[config.mk]
export PLATFORM = sky130hd
export DESIGN_NAME = ballot_collector
export DESIGN_NICKNAME = d
export VERILOG_FILES = /design/src/rtl/ballot_collector.sv
export SDC_FILE = /design/constraint.sdc
export NUM_CORES = 1
export LEC_CHECK = 0
export CORE_ASPECT_RATIO = 0.9
export CORE_MARGIN = 2
export CORE_UTILIZATION = 45
export CTS_CLUSTER_SIZE = 14
export DETAILED_ROUTE_END_ITERATION = 10
export GPL_ROUTABILITY_DRIVEN = 0
export PLACE_DENSITY = 0.73
export SYNTH_ARGS = -nofsm -noshare
export SYNTH_HDL_FRONTEND = slang
export SYNTH_SLANG_ARGS = --single-unit
[constraint.sdc]
create_clock -name clk -period 1.99 [get_ports clk]
set_clock_uncertainty 0.15 [all_clocks]
set_input_delay 0.199 -clock clk [delete_from_list [all_inputs] [get_ports clk]]
set_output_delay 0.199 -clock clk [all_outputs]
set_load 0.02 [all_outputs]
[src/rtl/ballot_collector.sv]
// ballot_collector
// ----------------
// Front end for a 4-input combinational voter. A round opens on `start`.
// During the collection window each of the 4 voters offers one ballot over a
// valid/ready handshake. The round closes when all four voters have voted or
// when the window times out. A voter that has not voted by then is marked as
// abstaining. The resulting ballot/abstain vectors are held stable between
// rounds so that the downstream voter always sees a steady I[3:0].
//
// Optional build macro: RESULT_LATCH_EN. When it is defined, the voter
// decision O[3:1] (result_in) is captured one cycle after ballot_valid. When
// it is undefined, result and result_valid are tied to 0.
//
// Ports
//   clk           system clock, rising edge
//   rst_n         synchronous active-low reset
//   start         pulse: opens a round when idle (ignored while busy)
//   vote_valid    ballot offered this cycle
//   vote_id[1:0]  index of the voting voter
//   vote_val      ballot value (1 = yes)
//   vote_ready    collector accepts ballots this cycle (collect phase only)
//   ballot[3:0]   vector to voter I[3:0]; abstaining bits are 0
//   abstain[3:0]  bit k = voter k did not vote in the last round
//   ballot_valid  one-cycle pulse when ballot/abstain update
//   busy          high while collecting or issuing
//   dup_err       one-cycle pulse after a duplicate ballot was consumed
//   result_in     voter decision O[3:1]
//   result        latched decision
//   result_valid  one-cycle pulse when result updates
//
// Handshake: a ballot transfers on any rising edge where vote_valid and
// vote_ready are both high. vote_ready depends only on the collector state,
// never on vote_valid. A transferred ballot is always consumed, including a
// duplicate, which is discarded; the first value from a voter stands.
module ballot_collector #(
  parameter int TIMEOUT_CYCLES = 16,
  parameter int TMR_W          = 8
) (
  input  logic       clk,
  input  logic       rst_n,
  input  logic       start,
  input  logic       vote_valid,
  input  logic [1:0] vote_id,
  input  logic       vote_val,
  output logic       vote_ready,
  output logic [3:0] ballot,
  output logic [3:0] abstain,
  output logic       ballot_valid,
  output logic       busy,
  output logic       dup_err,
  input  logic [2:0] result_in,
  output logic [2:0] result,
  output logic       result_valid
);

  typedef enum logic [1:0] {
    S_IDLE    = 2'd0,
    S_COLLECT = 2'd1,
    S_ISSUE   = 2'd2
  } state_t;

  state_t           r_state;
  state_t           w_state_nxt;
  logic [TMR_W-1:0] r_timer;
  logic [3:0]       r_shadow;
  logic [3:0]       r_rcv;
  logic [3:0]       r_ballot;
  logic [3:0]       r_abstain;
  logic             r_dup_err;

  logic             w_accept;
  logic             w_dup;
  logic             w_timeout;
  logic             w_close;
  logic [3:0]       w_shadow_nxt;
  logic [3:0]       w_rcv_nxt;

  // Ballot bookkeeping. The *_nxt vectors include a ballot accepted on this
  // edge. As a result, a vote arriving in the same cycle as the timeout (or
  // the vote that completes the set) is part of the issued vector.
  always_comb begin
    w_accept     = (r_state == S_COLLECT) && vote_valid;
    w_dup        = w_accept && r_rcv[vote_id];
    w_shadow_nxt = r_shadow;
    w_rcv_nxt    = r_rcv;
    if (w_accept && !w_dup) begin
      w_shadow_nxt[vote_id] = vote_val;
      w_rcv_nxt[vote_id]    = 1'b1;
    end
    // The timer counts collect cycles from 0. Closing at TIMEOUT_CYCLES-1
    // gives a window of exactly TIMEOUT_CYCLES cycles.
    w_timeout = (r_timer == TMR_W'(TIMEOUT_CYCLES - 1));
    w_close   = (r_state == S_COLLECT) && ((w_rcv_nxt == 4'b1111) || w_timeout);
  end

  // Next state and state-decoded outputs.
  always_comb begin
    w_state_nxt  = r_state;
    vote_ready   = 1'b0;
    busy         = 1'b0;
    ballot_valid = 1'b0;
    case (r_state)
      S_IDLE: begin
        if (start) w_state_nxt = S_COLLECT;
      end
      S_COLLECT: begin
        vote_ready = 1'b1;
        busy       = 1'b1;
        if (w_close) w_state_nxt = S_ISSUE;
      end
      S_ISSUE: begin
        busy         = 1'b1;
        ballot_valid = 1'b1;
        w_state_nxt  = S_IDLE;
      end
      default: w_state_nxt = S_IDLE;
    endcase
  end

  always_ff @(posedge clk) begin
    if (!rst_n) begin
      r_state   <= S_IDLE;
      r_timer   <= '0;
      r_shadow  <= 4'b0000;
      r_rcv     <= 4'b0000;
      r_ballot  <= 4'b0000;
      r_abstain <= 4'b0000;
      r_dup_err <= 1'b0;
    end else begin
      r_state   <= w_state_nxt;
      r_dup_err <= w_dup;
      case (r_state)
        S_IDLE: begin
          if (start) begin
            r_timer  <= '0;
            r_shadow <= 4'b0000;
            r_rcv    <= 4'b0000;
          end
        end
        S_COLLECT: begin
          r_timer  <= r_timer + TMR_W'(1);
          r_shadow <= w_shadow_nxt;
          r_rcv    <= w_rcv_nxt;
          // The output vectors are loaded on the edge that enters ISSUE.
          // This way they change in the same cycle that ballot_valid is high.
          if (w_close) begin
            r_ballot  <= w_shadow_nxt & w_rcv_nxt;
            r_abstain <= ~w_rcv_nxt;
          end
        end
        default: ;
      endcase
    end
  end

  assign ballot  = r_ballot;
  assign abstain = r_abstain;
  assign dup_err = r_dup_err;

`ifdef RESULT_LATCH_EN
  logic [2:0] r_result;
  logic       r_result_valid;

  // The voter is combinational on ballot. Its decision is therefore settled
  // during the ISSUE cycle and is captured on the edge that leaves ISSUE.
  always_ff @(posedge clk) begin
    if (!rst_n) begin
      r_result       <= 3'b000;
      r_result_valid <= 1'b0;
    end else begin
      r_result_valid <= (r_state == S_ISSUE);
      if (r_state == S_ISSUE) r_result <= result_in;
    end
  end

  assign result       = r_result;
  assign result_valid = r_result_valid;
`else
  logic w_unused_result;
  assign w_unused_result = ^result_in;
  assign result       = 3'b000;
  assign result_valid = 1'b0;
`endif

endmodule

==> results of run 1 <==
[Yosys cell counts (3+ instances only)]
library cell  instances
nand3_1               3
buf_4                 5
dfxtp_1              27
mux2i_1               7
clkbuf_1              3
or3_1                 4
nor2b_1               3
o21ai_0               4
nor2_1               15
nand2_1              21
xor2_1                4
ha_1                  5
o21ai_1               3
and4_1                3
a21oi_1               8
[kinds of logic after synthesis]
group           after synthesis  synth area share, %
buf+inv                      13                 4.66
simple gates                 69                 27.1
compound gates               34                 16.0
xor+xnor                      5                 2.97
mux                          10                 8.06
flops                        27                 36.6
fa+ha+maj                     5                 4.24
other cells                   1                0.254
[routing by layer]
| metal | vias up | share of wire [%] | global-route usage (%) |
|---|---|---|---|
| met3 | 2 | 5.1 | 1.72 |
| met5 | - | 0 | 0 |
| met2 | 36 | 50 | 31.0 |
| met1 | 621 | 45 | 24.5 |
| met4 | 0 | 0.53 | 8.51 |
| li1 | 647 | - | - |
[registers in the layout (all words and copies together), names as in the netlist]
register,count
abstain,4
r_rcv,4
r_state,2
dup_err,1
r_shadow,4
r_timer,8
ballot,4
[cell type report]
class | instances | share of cell area [%]
Tap cell | 42 | 2.85
Timing Repair Buffer | 33 | 16.0
Inverter | 4 | 0.815
Multi-Input combinational cell | 127 | 49.2
Clock inverter | 1 | 0.272
Clock buffer | 3 | 1.22
Sequential cell | 27 | 29.7
[critical path, stage by stage, from the launching register on]
cell	delay [ps]
dfxtp_2	360
inv_2	50
ha_4	170
and4b_2	250
o21ai_2	170
a22oi_2	120
buf_4	160
o31a_1	230
o221a_1	220
[final timing paths]
| check | start | endpoint | slack (ps) |
|---|---|---|---|
| worst min register to register | ballot[2] | ballot[2] | 320 |
| worst max-delay path | r_state[1] | r_state[0] | 10 |
| worst max register to register | r_state[1] | r_state[0] | 10 |
| worst min-delay path | ballot[2] | ballot[2] | 320 |
[repair_timing]
action,CTS,global route
buffers inserted,0,1
pin swaps,1,3
gates resized for setup,7,7
setup endpoints to repair,8,13
[power groups by stage]
stage	logic [W]	clock network [W]	registers [W]
final	0.000279	0.000242	0.000565
after global routing	0.000303	0.000276	0.000567
after CTS	0.000270	0.000254	0.000562
after detailed placement	0.000274	0	0.000573
after global placement	0.000267	0	0.000572
after floorplan	0.000177	0	0.000573
[metrics by stage]
| step | hold WS (ps) | TNS, ps |
|---|---|---|
| after floorplan | 215 | 0 |
| after global placement | 294 | -277 |
| after detailed placement | 303 | -577 |
| after CTS | 323 | 0 |
| after global routing | 352 | -180 |
| final | 318 | 0 |
==> results.cfg, run 1 <==
[outcome]
status = finished, final reports clean

[power_and_ir_drop]
finalPower_w = 0.00109
p_sw_share_pct = 31.3
p_leak_nw = 0.741
p_int_w = 0.000746
p_sw_w = 0.000340
powerDensity_nw_per_um2 = 589
pwr-share-clk_pct = 22.3
ir_worst_vdd_uv = 293
power_frac_comb_pct = 25.7
seq_power_share_pct = 52.0

[worst_setup_path]
critical_path_class = flip-flop to flip-flop
rr_worst_depth = 8
setup.worst_path.end_class = flip-flop
startpoint_type = flip-flop
critPathMaxFanout = 6
cp.required_ps = 2080
arrival_ps = 2070

[cells_and_area]
multi_input_area_sq_um = 907
drive_gt1_share_pct = 19.5
layout_common_cells = dfxtp_1 (24), nand2_1 (21), clkdlybuf4s50_1 (16)
finalNonFillerCells = 237
fillers = 281
diodes = 0
utilization_pct = 59.6
stdcell_area_sq_um = 1840
fin_nets = 211
layout_commonest_cell = dfxtp_1
syn2layout_area_growth_pct = 24.9
regArea_sq_um = 547

[routing]
routedWlPerCell_um = 13.5
vias = 1306
drtIter0Drc = 69
ant_nets = 0
drtPass1Iterations = 4
finalWirelength_mm = 3.20
viasPerCell = 5.51
drc = 0

[logic_synthesis]
synth_cells = 164
synth_area_leaders = dfxtp_1 (37%), nand2_1 (5.3%), mux2i_1 (4.7%)
syn_area_sq_um = 1480
ys_seq_area_share_pct = 36.6
async_reset_ff_share_pct = 0
synth_edf_count = 0
ys.flop_type = dfxtp_1
synth_top_cell_area_share_pct = 36.6
synth_seq_cells = 27
synth_area_leader_cell = dfxtp_1
syn_avg_cell_area_sq_um = 8.99
yosys_warnings = 0
ys_types = 51

[floorplan]
die_h_um = 58.3
start_util_pct = 47.7
dieArea_sq_um = 3750
pin_count = 26
rows = 19
die_w_um = 64.4
core_sq_um = 3090

[min_path]
hold_depth = 2
hp-class = flip-flop to flip-flop

[timing]
slew_violations = 0
fmax_ghz = 0.505
setup_viol = 0
worst_slack_ps = 10.2
rsz0062_at_grt = yes
fin_crit_sh_pct = 99.5
fin_crit_ps = 1980
hold_violations = 0

[clocking]
clkLatencyLatePin_ps = 330
clock_path_buffers = 2
cts-buffers-inserted = 3
cts_tree = yes
cts.clk_slew.worst_paths_ps = 150
cts-root-buf = clkbuf_4
clock_sinks = 27
htreeDepth = 1
cts_hold_buf = 0

[placed_design]
place_ws_ps = -102
hpwl_mm = 2.42
dp.cells = 232
place_area_sq_um = 1780
portBuffers = 18

[global_routing]
grt_pass1_wl_mm = 5.51
grt-ovfl-total = 0
grt_max_degree = 20
grt_usage_pct = 18.5
grt_pass1_vias = 1238
grt_antenna_before_repair = 0

[flow_run]
maxCapViolations = 0
Note: power is estimated with default switching activity, not from simulation.
==> run 2, diff against run 1 <==
--- a/config.mk
+++ b/config.mk
@@ -7,5 +7,8 @@
 export LEC_CHECK = 0
+export ABC_CLOCK_PERIOD_IN_PS = 1990
+export CELL_PAD_IN_SITES_DETAIL_PLACEMENT = 0
+export CELL_PAD_IN_SITES_GLOBAL_PLACEMENT = 2
 export CORE_ASPECT_RATIO = 0.9
 export CORE_MARGIN = 2
-export CORE_UTILIZATION = 45
+export CORE_UTILIZATION = 28
 export CTS_CLUSTER_SIZE = 14
@@ -13,3 +16,3 @@
 export GPL_ROUTABILITY_DRIVEN = 0
-export PLACE_DENSITY = 0.73
+export PLACE_DENSITY = 0.74
 export SYNTH_ARGS = -nofsm -noshare
==> constraint.sdc (replaced) <==
create_clock -name clk -period 1.99 [get_ports clk]
set_clock_uncertainty 0.15 [all_clocks]
set_input_delay 0.2985 -clock clk [delete_from_list [all_inputs] [get_ports clk]]
set_output_delay 0.2985 -clock clk [all_outputs]
set_load 0.02 [all_outputs]
==> run 2 against run 1 <==
Net effect: hold slack got worse by 7.1 ps; clock-buffer cell count rose by 1; sequential power barely moved; die area rose by 56%; wire length rose by 15%; cell area rose by 11%; register-to-register slack improved by 20 ps; critical path depth did not move; global-route usage fell by 5.3 points; non-clock buffer count rose by 12; total power rose by 13%; via count rose by 4.0%; largest power group unchanged; highest routed layer unchanged.
==> results.cfg, run 2 (same netlist as run 1, synthesis figures left out) <==
[cells_and_area]
layout_common_cells = buf_4 (28), dfxtp_1 (23), nand2_1 (21)
largest_reg_flops = 8
utilization_pct = 39.5
largest_register = r_timer
layout_commonest_cell = buf_4
regArea_sq_um = 548
multi_input_area_sq_um = 965
diodes = 0
drive_gt1_share_pct = 27.5
fin_nets = 223
fillers = 537
syn2layout_area_growth_pct = 38.3

[routing]
vias = 1358
routedWlPerCell_um = 13.5
drtPass1Iterations = 4
finalWirelength_mm = 3.70
drc = 0
viasPerCell = 4.96
drtIter0Drc = 88
ant_nets = 0

[timing]
fmax_ghz = 0.510
hold_violations = 0
setup_viol = 0
slew_violations = 0
fin_crit_ps = 1960
fin_crit_sh_pct = 98.5
rsz0062_at_grt = yes

[power_and_ir_drop]
p_leak_nw = 0.833
pwr-share-clk_pct = 26.1
p_sw_share_pct = 30.5
powerDensity_nw_per_um2 = 599
finalPower_w = 0.00122
seq_power_share_pct = 46.0
p_int_w = 0.000849
power_frac_comb_pct = 27.9
p_sw_w = 0.000373
ir_worst_vdd_uv = 270

[worst_setup_path]
cp.required_ps = 2010
arrival_ps = 1980
rr_worst_depth = 8
startpoint_type = flip-flop
critical_path_class = flip-flop to flip-flop
setup.worst_path.end_class = flip-flop
critPathMaxFanout = 7
crit_path_start = r_state[1]
reg2reg_from = r_state[1]

[clocking]
cts-root-buf = clkbuf_8
clock_sinks = 27
clock_path_buffers = 2
clkLatencyLatePin_ps = 280
cts.clk_slew.worst_paths_ps = 90
cts-buffers-inserted = 3
cts_tree = yes
htreeDepth = 1

[floorplan]
dieArea_sq_um = 5870
core_sq_um = 5160
die_w_um = 80.5
rows = 25
die_h_um = 72.9
pin_count = 26
start_util_pct = 28.6

[placed_design]
portBuffers = 18
hpwl_mm = 2.73

[flow_run]
maxCapViolations = 0

[global_routing]
grt-ovfl-total = 0
grt_pass1_vias = 1289
grt_antenna_before_repair = 0
grt_usage_pct = 13.2
grt_max_degree = 20
grt_pass1_wl_mm = 6.00

[min_path]
hold_depth = 2
hp-class = flip-flop to flip-flop
min_from = ballot[1]

[outcome]
status = finished, final reports clean
[run 2: changes by cell type in the layout (fill, tap and decap cells not counted), moves of 3 or more]
cell             change
buf_4               +14
clkbuf_4             -3
clkbuf_8             +3
clkdlybuf4s50_1      -3
[run 2: cell type report]
cell class | count | area share [%]
timing repair buffer | 45 | 18.8
sequential | 27 | 26.9
clock buffer | 4 | 2.21
inverter | 4 | 0.736
tap | 67 | 4.11
multi-input combinational | 127 | 47.3
[run 2: worst max-delay path, stage by stage (launching register included)]
cell	delay [ps]
dfxtp_2	350
inv_2	50
ha_4	170
and4b_2	240
o21ai_2	170
a22oi_2	140
buf_4	150
o31a_1	230
o221a_1	210
[run 2: worst paths after layout]
kind	to	slack (ps)
worst max-delay path	r_state[0]	30
worst min-delay path	ballot[1]	310
worst max register to register	r_state[0]	30
worst min register to register	ballot[1]	310
[run 2: through the flow]
step | area [sq um] | setup slack, ps | hold slack [ps] | std cells | setup TNS, ps
6_report | 2040 | 29.6 | 311 | 274 | 0
3_5_place_dp | 1850 | -236 | 302 | 263 | -2160
2_1_floorplan | 1490 | 17.5 | 304 | 167 | 0
3_3_place_gp | 1850 | -179 | 294 | 263 | -1740
5_1_grt | 2040 | -42.9 | 336 | 274 | -181
4_1_cts | 1910 | 0.773 | 316 | 267 | 0
[run 2: timing repair]
item,4_1_cts,5_1_grt
endpoints found under the setup margin,14,17
hold buffers,0,0
pin swaps,0,13
setup buffers,0,7
resized for setup,5,22
[run 2: power by group through the flow]
stage | sequential, W | combinational (W) | clock, W
floorplan | 0.000573 | 0.000177 | 0
global placement | 0.000570 | 0.000302 | 0
global route | 0.000564 | 0.000374 | 0.000353
detailed placement | 0.000571 | 0.000308 | 0
finish | 0.000562 | 0.000341 | 0.000319
CTS | 0.000560 | 0.000308 | 0.000334
[run 2: layer usage]
metal | part of all wire, % | GRT usage [%] | wire [um] | up-vias
met2 | 48 | 22.2 | 1790 | 29
met3 | 5.1 | 3.22 | 188 | 7
met1 | 45 | 16.5 | 1650 | 645
met5 | 0 | 0 | 0 | -
met4 | 1.8 | 4.71 | 65 | 0
li1 | - | - | - | 677
==> run 3, diff against run 2 <==
Settings changed: CORE_UTILIZATION 28 to 34, DONT_BUFFER_PORTS from default to 1, GPL_TIMING_DRIVEN from default to 0.
==> run 3 against run 2 <==
Net effect: the run now ends with setup timing left; via count decreased by 6.6%; worst setup slack worse by 73 ps; largest cell class unchanged; sequential share of layout area up 4.4 points; final cell count shrank 17%; first-iteration DRC count fell by 44%; critical path depth is the same; sequential cell count did not move; sequential power grew 2%; register-to-register slack lost 70 ps; cell area shrank 13%; clock-buffer cell count did not move; wire length shrank 2.7%.
==> results.cfg, run 3 (same netlist as run 1, synthesis figures left out) <==
[outcome]
status = finished with violations
violations = setup timing

[cells_and_area]
layout_commonest_cell = dfxtp_1
stdcell_area_sq_um = 1770
largest_register = r_timer
fillers = 422
layout_common_cells = dfxtp_1 (23), nand2_1 (21), nor2_1 (15)
fin_nets = 195
utilization_pct = 42.9
largest_reg_flops = 8
drive_gt1_share_pct = 27.9
syn2layout_area_growth_pct = 20.0
diodes = 0

[timing]
relSlewSlack_pct = 65.0
slew_violations = 0
whs_ps = 51.5
fin_crit_ps = 2030
hold_violations = 0
fin_crit_sh_pct = 102
worst_slack_ps = -42.9
setup_viol = 1
fmax_ghz = 0.492
rsz0062_at_grt = yes
tightest_slew_ps = 525

[global_routing]
grt_usage_pct = 16.3
grt_pass1_vias = 1274
grt_pass1_wl_mm = 6.12
grt_antenna_before_repair = 0
grt_max_degree = 15
grt-ovfl-total = 0

[clocking]
cts-buffers-inserted = 3
cts_tree = yes
htreeDepth = 1
cts_hold_buf = 0
cts.clk_slew.worst_paths_ps = 100
clock_path_buffers = 2
clock_sinks = 27
clkLatencyLatePin_ps = 280
cts-root-buf = clkbuf_8

[routing]
ant_nets = 0
vias = 1268
drtIter0Drc = 49
finalWirelength_mm = 3.60
viasPerCell = 5.59
routedWlPerCell_um = 15.9
drc = 0
drtPass1Iterations = 4

[worst_setup_path]
startpoint_type = flip-flop
cp.required_ps = 2010
setup.worst_path.end_class = flip-flop
reg2reg_from = r_state[1]
critPathMaxFanout = 7
crit_path_start = r_state[1]
arrival_ps = 2060
critical_path_class = flip-flop to flip-flop

[floorplan]
start_util_pct = 35.7
rows = 22
core_sq_um = 4130
die_w_um = 73.4
pin_count = 26
dieArea_sq_um = 4880
die_h_um = 66.5

[power_and_ir_drop]
powerDensity_nw_per_um2 = 661
ir_worst_vdd_uv = 286
p_leak_nw = 0.677

[placed_design]
place_ws_ps = -334
hpwl_mm = 2.51
place_area_sq_um = 1550
portBuffers = 0

[flow_run]
maxCapViolations = 0

[min_path]
hp-class = input pin to flip-flop
min_from = vote_val
run 3: changes by cell type in the layout (fill, tap and decap cells not counted), moves of 2 or more:
cell,previous run,this run
nor2b_2,0,2
dlymetal6s2s_1,2,0
buf_4,28,12
dlygate4sd2_1,2,0
nor2b_1,3,1
clkdlybuf4s50_1,13,0
dfxtp_4,1,3
dfxtp_2,3,1
clkbuf_1,1,3
buf_6,0,2
run 3: metrics by stage:
stage	power [W]	std cells	setup TNS [ps]
CTS	0.00114	223	-11.5
global placement	0.000795	215	-4040
finish	0.00117	227	-42.9
global route	0.00123	227	-515
floorplan	0.000750	167	0
detailed placement	0.000798	215	-5610
run 3: per-layer routing:
| layer | up-vias | global-route usage, % | share of wire, % |
|---|---|---|---|
| met4 | 0 | 5.45 | 1.1 |
| met3 | 5 | 4.08 | 4.6 |
| li1 | 623 | - | - |
| met2 | 32 | 25.8 | 44 |
| met1 | 608 | 21.6 | 50 |
| met5 | - | 0 | 0 |
run 3: where the power goes:
group          internal [W]  switching, W  total [W]
clock network      0.000144      0.000175   0.000318
registers          0.000553     0.0000187   0.000572
logic              0.000118      0.000162   0.000280
total              0.000814      0.000356    0.00117
run 3: critical path: stages (launching register included):
cell and delay (ps):
dfxtp_4 380, inv_4 40, ha_4 200, and4b_2 260, o21ai_2 180, a22oi_2 120
buf_4 160, o31a_1 230, o221a_1 210
run 3: worst paths after layout:
path	endpoint	slack, ps	depth (start not counted)
setup / recovery	r_state[0]	-40	8
hold reg to reg	r_shadow[3]	360	2
hold / removal	r_shadow[3]	50	2
setup reg to reg	r_state[0]	-40	8
run 3: area by class of cell:
cell class	count	area, sq um	share of cell area, %
Inverter	4	17.5	0.989
Multi-Input combinational cell	127	967	54.6
Buffer	8	56.3	3.18
Timing Repair Buffer	9	71.3	4.03
Tap cell	48	60.1	3.39
Clock buffer	4	45.0	2.54
Sequential cell	27	553	31.2
run 3: what timing repair did:
item / in CTS / in global routing
resized for setup: 18 / 15
setup endpoints to repair: 24 / 22
setup buffers: 4 / 5
pin swaps: 8 / 15
gates cloned: 0 / 0
